==> src/rtl/temp_calc_pkg.sv <==
// temp_calc_pkg: shared types and width helpers for the sequential
// temperature calculator.
//   state_t   - controller states (IDLE, MUL, ADD, DONE)
//   ch_width  - channel index width, never less than 1
//   fw_width  - width of the final base + scaled-product sum
package temp_calc_pkg;

  typedef enum logic [1:0] {
    IDLE,
    MUL,
    ADD,
    DONE
  } state_t;

  function automatic int unsigned ch_width(input int unsigned nch);
    return (nch > 1) ? $clog2(nch) : 1;
  endfunction

  // Wide enough for base + (prod >> fs) without loss, plus a carry bit.
  function automatic int unsigned fw_width(input int unsigned bw,
                                           input int unsigned sw,
                                           input int unsigned cw,
                                           input int unsigned fs);
    int unsigned pw;
    pw = sw + cw - fs;
    return ((bw > pw) ? bw : pw) + 1;
  endfunction

endpackage

==> src/rtl/temp_calc_seq_mult.sv <==
// shift_add_mult: SW x CW unsigned sequential multiplier.
//   clk, rst_n : clock, synchronous active-low reset (aborts a multiply)
//   start      : load operands a/b and clear the accumulator
//   a, b       : multiplicand (SW bits), multiplier (CW bits)
//   last       : high during the final of the CW iteration cycles
//   prod       : accumulator; holds the full product once last has passed
// One multiplier bit is consumed per cycle, LSB first.
module shift_add_mult #(
  parameter int unsigned SW = 4,
  parameter int unsigned CW = 4
) (
  input  logic             clk,
  input  logic             rst_n,
  input  logic             start,
  input  logic [SW-1:0]    a,
  input  logic [CW-1:0]    b,
  output logic             last,
  output logic [SW+CW-1:0] prod
);

  localparam int unsigned PW   = SW + CW;
  localparam int unsigned CNTW = (CW > 1) ? $clog2(CW) : 1;

  logic [PW-1:0]   mcand;
  logic [CW-1:0]   mplier;
  logic [CNTW-1:0] cnt;
  logic            busy;

  assign last = busy && (cnt == CNTW'(CW - 1));

  always_ff @(posedge clk) begin
    if (!rst_n) begin
      busy   <= 1'b0;
      cnt    <= '0;
      mcand  <= '0;
      mplier <= '0;
      prod   <= '0;
    end else if (start) begin
      busy   <= 1'b1;
      cnt    <= '0;
      mcand  <= PW'(a);
      mplier <= b;
      prod   <= '0;
    end else if (busy) begin
      if (mplier[0]) begin
        prod <= prod + mcand;
      end
      mcand  <= mcand << 1;
      mplier <= mplier >> 1;
      cnt    <= cnt + 1'b1;
      if (last) begin
        busy <= 1'b0;
      end
    end
  end

endmodule

==> src/rtl/temp_calc_seq.sv <==
// temp_calc_seq: multi-channel temperature calculator,
//   temp = base[ch] + ((sensor * coef[ch]) >> FRAC_SHIFT)
// Ports:
//   clk, rst_n                   clock, synchronous active-low reset
//   cfg_we/cfg_ch/cfg_base/cfg_coef  calibration write (ignored if ch >= NCH)
//   in_valid/in_ready/in_ch/in_sensor  request handshake
//   out_valid/out_ready/out_ch/out_temp/out_ovf  result handshake
// One request in flight: IDLE -> MUL (CW cycles) -> ADD -> DONE.
// Build option: define TEMP_SAT_EN to saturate out_temp to all ones on
// overflow; otherwise the sum wraps. out_ovf is the same in both builds.
module temp_calc_seq
  import temp_calc_pkg::*;
#(
  parameter int unsigned NCH        = 4,
  parameter int unsigned SW         = 4,
  parameter int unsigned CW         = 4,
  parameter int unsigned BW         = 5,
  parameter int unsigned FRAC_SHIFT = 3,
  parameter int unsigned OW         = 8,
  localparam int unsigned CHW       = ch_width(NCH)
) (
  input  logic           clk,
  input  logic           rst_n,
  input  logic           cfg_we,
  input  logic [CHW-1:0] cfg_ch,
  input  logic [BW-1:0]  cfg_base,
  input  logic [CW-1:0]  cfg_coef,
  input  logic           in_valid,
  output logic           in_ready,
  input  logic [CHW-1:0] in_ch,
  input  logic [SW-1:0]  in_sensor,
  output logic           out_valid,
  input  logic           out_ready,
  output logic [CHW-1:0] out_ch,
  output logic [OW-1:0]  out_temp,
  output logic           out_ovf
);

  localparam int unsigned NSLOT = 1 << CHW;
  localparam int unsigned FW    = fw_width(BW, SW, CW, FRAC_SHIFT);

  state_t state, state_next;

  // Slots at or above NCH are never written, so they read back as zero,
  // which gives out-of-range requests a zero base and coefficient.
  logic [BW-1:0] base_rf [NSLOT];
  logic [CW-1:0] coef_rf [NSLOT];

  logic           accept;
  logic           mul_last;
  logic [SW+CW-1:0] prod;
  logic [CHW-1:0] ch_q;
  logic [BW-1:0]  base_q;
  logic [FW-1:0]  sum;
  logic [OW-1:0]  temp_next;
  logic           ovf_next;

  always_ff @(posedge clk) begin
    if (!rst_n) begin
      for (int unsigned i = 0; i < NSLOT; i++) begin
        base_rf[i] <= '0;
        coef_rf[i] <= '0;
      end
    end else if (cfg_we && (32'(cfg_ch) < NCH)) begin
      base_rf[cfg_ch] <= cfg_base;
      coef_rf[cfg_ch] <= cfg_coef;
    end
  end

  assign accept = in_valid && in_ready;

  shift_add_mult #(
    .SW(SW),
    .CW(CW)
  ) u_mult (
    .clk   (clk),
    .rst_n (rst_n),
    .start (accept),
    .a     (in_sensor),
    .b     (coef_rf[in_ch]),
    .last  (mul_last),
    .prod  (prod)
  );

  always_ff @(posedge clk) begin
    if (!rst_n) begin
      state <= IDLE;
    end else begin
      state <= state_next;
    end
  end

  always_comb begin
    state_next = state;
    in_ready   = 1'b0;
    out_valid  = 1'b0;
    case (state)
      IDLE: begin
        in_ready = 1'b1;
        if (in_valid) state_next = MUL;
      end
      MUL: begin
        if (mul_last) state_next = ADD;
      end
      ADD: begin
        state_next = DONE;
      end
      DONE: begin
        out_valid = 1'b1;
        if (out_ready) state_next = IDLE;
      end
      default: state_next = IDLE;
    endcase
  end

  assign sum = FW'(base_q) + FW'(prod >> FRAC_SHIFT);

  generate
    if (OW >= FW) begin : g_wide
      assign ovf_next  = 1'b0;
      assign temp_next = OW'(sum);
    end else begin : g_narrow
      assign ovf_next = |sum[FW-1:OW];
`ifdef TEMP_SAT_EN
      assign temp_next = ovf_next ? '1 : sum[OW-1:0];
`else
      assign temp_next = sum[OW-1:0];
`endif
    end
  endgenerate

  always_ff @(posedge clk) begin
    if (!rst_n) begin
      ch_q     <= '0;
      base_q   <= '0;
      out_ch   <= '0;
      out_temp <= '0;
      out_ovf  <= 1'b0;
    end else begin
      if (accept) begin
        ch_q   <= in_ch;
        base_q <= base_rf[in_ch];
      end
      if (state == ADD) begin
        out_ch   <= ch_q;
        out_temp <= temp_next;
        out_ovf  <= ovf_next;
      end
    end
  end

endmodule

==> config.mk <==
export PLATFORM = sky130hd
export DESIGN_NAME = temp_calc_seq
export DESIGN_NICKNAME = d
export VERILOG_FILES = /design/src/rtl/temp_calc_pkg.sv /design/src/rtl/temp_calc_seq_mult.sv /design/src/rtl/temp_calc_seq.sv
export SDC_FILE = /design/constraint.sdc
export NUM_CORES = 1
export LEC_CHECK = 0
export BUFFER_PORTS_ARGS = -buffer_cell sky130_fd_sc_hd__buf_2
export CAP_MARGIN = 20
export CORE_ASPECT_RATIO = 0.6
export CORE_MARGIN = 4
export CORE_UTILIZATION = 53
export CTS_CLUSTER_DIAMETER = 100
export DETAILED_ROUTE_END_ITERATION = 10
export HOLD_SLACK_MARGIN = 0.02
export PLACE_DENSITY = 0.75
export SLEW_MARGIN = 25
export SYNTH_ARGS = -nofsm -noshare
export SYNTH_HDL_FRONTEND = slang
export SYNTH_SLANG_ARGS = --single-unit
==> constraint.sdc <==
create_clock -name clk -period 1.6 [get_ports clk]
set_input_delay 0.08 -clock clk [delete_from_list [all_inputs] [get_ports clk]]
set_output_delay 0.08 -clock clk [all_outputs]
set_load 0.02 [all_outputs]
==> flow_metrics.tcl <==
set metrics [dict create \
    cts_root_buf "clkbuf_16" \
    vias_per_cell 5.56 \
    min_from "in_sensor[2]" \
    cts.sinks 76 \
    first_global_vias 2643 \
    worstMarginPinSlew_ns 0.634 \
    yosysSeqAreaShare 0.508 \
    grt_first_pass_wirelength_um 13300 \
    fin_skew_ns 0.00406 \
    max-clock-path-buffers 2 \
    syn_area_per_cell_um2 11.5 \
    r2r_cells 7 \
    path_buf_inv 0 \
    drv_slew 0 \
    ff_latch_area_mm2 0.00190 \
    grtUsageTotal 0.213 \
    period_minus_slack_ns 1.68 \
    grt_max_degree 20 \
    vias 2676 \
    power_density_mw_per_mm2 1260 \
    yosysTopAreaCell "edfxtp_1" \
    fillCellCount 474 \
    slew_headroom 0.577 \
    ys_types 44 \
    yosysTopAreaCellShare 0.292 \
    hold_path_class "in -> reg" \
    drc 0 \
    ys_seq_elements 76 \
    synth_area_leaders "edfxtp_1 29%, dfxtp_1 22%, ha_1 6.1%" \
    worstSetupPathType "reg -> reg" \
    die_area_mm2 0.00843 \
    cp-end-kind "register" \
    worstSetupStartpointType "register" \
    initial_core_util 0.550 \
    globalplace.congestion 0.817 \
    first_iter_violations 171 \
    grt_overflow 0 \
    peakVddDrop_mv 0.950 \
    wl_per_cell_um 17.6 \
    chipWidth_um 116 \
    drtAntennaViolNets 0 \
    tritoncts "built" \
    cpPeakStageDelay_ns 0.37 \
    timing.fmax_mhz 594 \
    path_max_fanout 3 \
    final_common_cell "nand2_1" \
    worstHoldEndpoint "u_mult.mcand[2]" \
    cts_inserted_buffers 9 \
    arrival_ns 1.95 \
    clkLatencyLatePin_ns 0.34 \
    fin_ws_ns -0.0846 \
    worst_r2r_endpoint "u_mult.prod[4]" \
    multi_input_area_mm2 0.00186 \
    synth_warnings 0 \
    r2r-start "u_mult.prod[0]" \
    leakagePower_nw 1.97 \
    setup_viol 3 \
    holdPathStages 2 \
    rsz0062_at_grt "yes" \
    critPathTopFamily "adder cells" \
    num_antenna_cells 0 \
    worst-endpoint-required_ns 1.87 \
    dp_hpwl_um 5620 \
    ios 35 \
    numPortBuffers 31 \
    clkTransAtPathRegs_ns 0.06 \
    period_share 1.05 \
    status "complete, but fails checks" \
    finish.utilization 0.694 \
    worstPathCellList "ha_4 > fa_2 > a21o_1 > a21oi_2 > xnor2_1 > nand2_1 > a21oi_1" \
    violations "negative setup slack" \
    reg2reg_slack_ns -0.08 \
    cap_violations 0 \
    hold_viol_final 0 \
    cp_slowest_cell "fa_2" \
    die_height_um 72.7 \
    syn_area_mm2 0.00370 \
    routed_wl_um 8450 \
    rows 23 \
    fin_nets 431 \
    syn_to_final_growth_pct 26.2 \
    synthCells 323 \
    dp_slack_ns -0.0715 \
    antenna_found_initial 0 \
    final_cell_mix "39 x nand2_1, 36 x edfxtp_1, 35 x buf_4" \
    layout-drive-gt1-share 0.327 \
    h-tree-depth 3 \
    core-area_mm2 0.00673 \
    firstDrtPassIters 5 \
]
## synth_stat cells
cell type  count
a211o_1        1
a211oi_1       2
a21boi_0      10
a21o_1         4
a21oi_1       12
a222oi_1       1
a311o_1        1
a31oi_1        1
and2_1        29
and2_4         1
and3_1         9
and4_1         1
buf_1          1
buf_2          3
buf_4          3
buf_6          2
clkbuf_1       9
conb_1         1
dfxtp_1       40
edfxtp_1      36
fa_1           2
ha_1          18
inv_1          7
mux2i_1       20
mux4_2         9
nand2_1       40
nand2b_1       4
nand3_1        4
nand3b_1       2
nand4_1        2
nand4b_1       1
nor2_1         8
nor2b_1        8
nor3_1         4
nor3b_1        2
nor3b_2        1
nor4_1         2
o211a_1        8
o211ai_1       1
o21ai_0        3
o21ai_1        1
o21bai_1       2
or4_1          1
xnor2_1        6
## final cells by class
cell class | count | share of cell area
repair buffers | 71 | 0.101
well taps | 87 | 0.0233
inverters | 7 | 0.00563
multi-input cells | 224 | 0.399
clock inverters | 7 | 0.0163
flip-flops and latches | 76 | 0.407
clock buffers | 9 | 0.0482
## worst max-delay path by stage
stage	startpoint	endpoint	slack, ns	depth (start not counted)
3_5_place_dp	u_mult.prod[3]	out_temp[4]	-0.07	7
6_report	u_mult.prod[0]	u_mult.prod[4]	-0.08	7
3_3_place_gp	u_mult.prod[0]	u_mult.prod[6]	-0.06	7
5_1_grt	u_mult.mcand[0]	u_mult.prod[6]	-0.16	7
2_1_floorplan	u_mult.prod[0]	u_mult.prod[6]	-0.008	7
4_1_cts	u_mult.mcand[0]	u_mult.prod[6]	-0.002	7
## metrics by stage
stage                     power, W  TNS (ns)  hold WS (ns)  cells  cell area (um^2)
after floorplan            0.00332  -0.00752         0.225    325              3720
after global placement     0.00373    -0.114         0.330    462              4170
after detailed placement   0.00378    -0.204         0.334    462              4170
after CTS                  0.00587  -0.00185        0.0245    481              4560
after global routing       0.00624    -0.685        0.0324    481              4670
final                      0.00590    -0.222        0.0387    481              4670
## power by group
part,total (W),internal (W),switching [W]
sequential,0.00244,0.00228,0.000160
combinational,0.00143,0.000666,0.000767
clock,0.00203,0.00121,0.000818
## routing by layer
metal | vias up | wire length [um] | track usage
met5 | - | 0 | 0
met2 | 102 | 3910 | 0.317
li1 | 1291 | - | -
met4 | 0 | 160 | 0.0579
met1 | 1262 | 3630 | 0.299
met3 | 21 | 748 | 0.0746
## cell families (layout without fill, tap and decap cells)
logic type,count (synthesis),count (layout),share of synthesized area
fa+ha+maj,20,20,0.0716
xor+xnor,6,6,0.0142
compound gates,47,47,0.0912
flops,76,76,0.508
mux,29,29,0.109
simple gates,119,119,0.171
other cells,1,3,0.00101
buf+inv,25,94,0.0335
## worst register-to-register path, stage by stage (launching register included)
cell and delay (ns):
dfxtp_2 0.33, ha_4 0.18, fa_2 0.37, a21o_1 0.18
a21oi_2 0.20, xnor2_1 0.14, nand2_1 0.08, a21oi_1 0.14
## registers in the layout, summed over array words and instances, names as in the netlist
signal,cells
out_temp,6
ch_q,2
out_ch,2
base_rf,20
base_q,5
u_mult.busy,1
u_mult.mcand,8
u_mult.prod,8
state,2
u_mult.cnt,2
u_mult.mplier,4
coef_rf,16
## repair_timing
| item | CTS | global route |
|---|---|---|
| hold buffers | 3 | 0 |
| hold endpoints to repair | 3 | 0 |
| endpoints found under the setup margin | 5 | 9 |
| setup buffers | 0 | 1 |
| gates resized for setup | 15 | 24 |
| pin swaps | 6 | 9 |
Note: power is estimated with default switching activity, not from simulation.
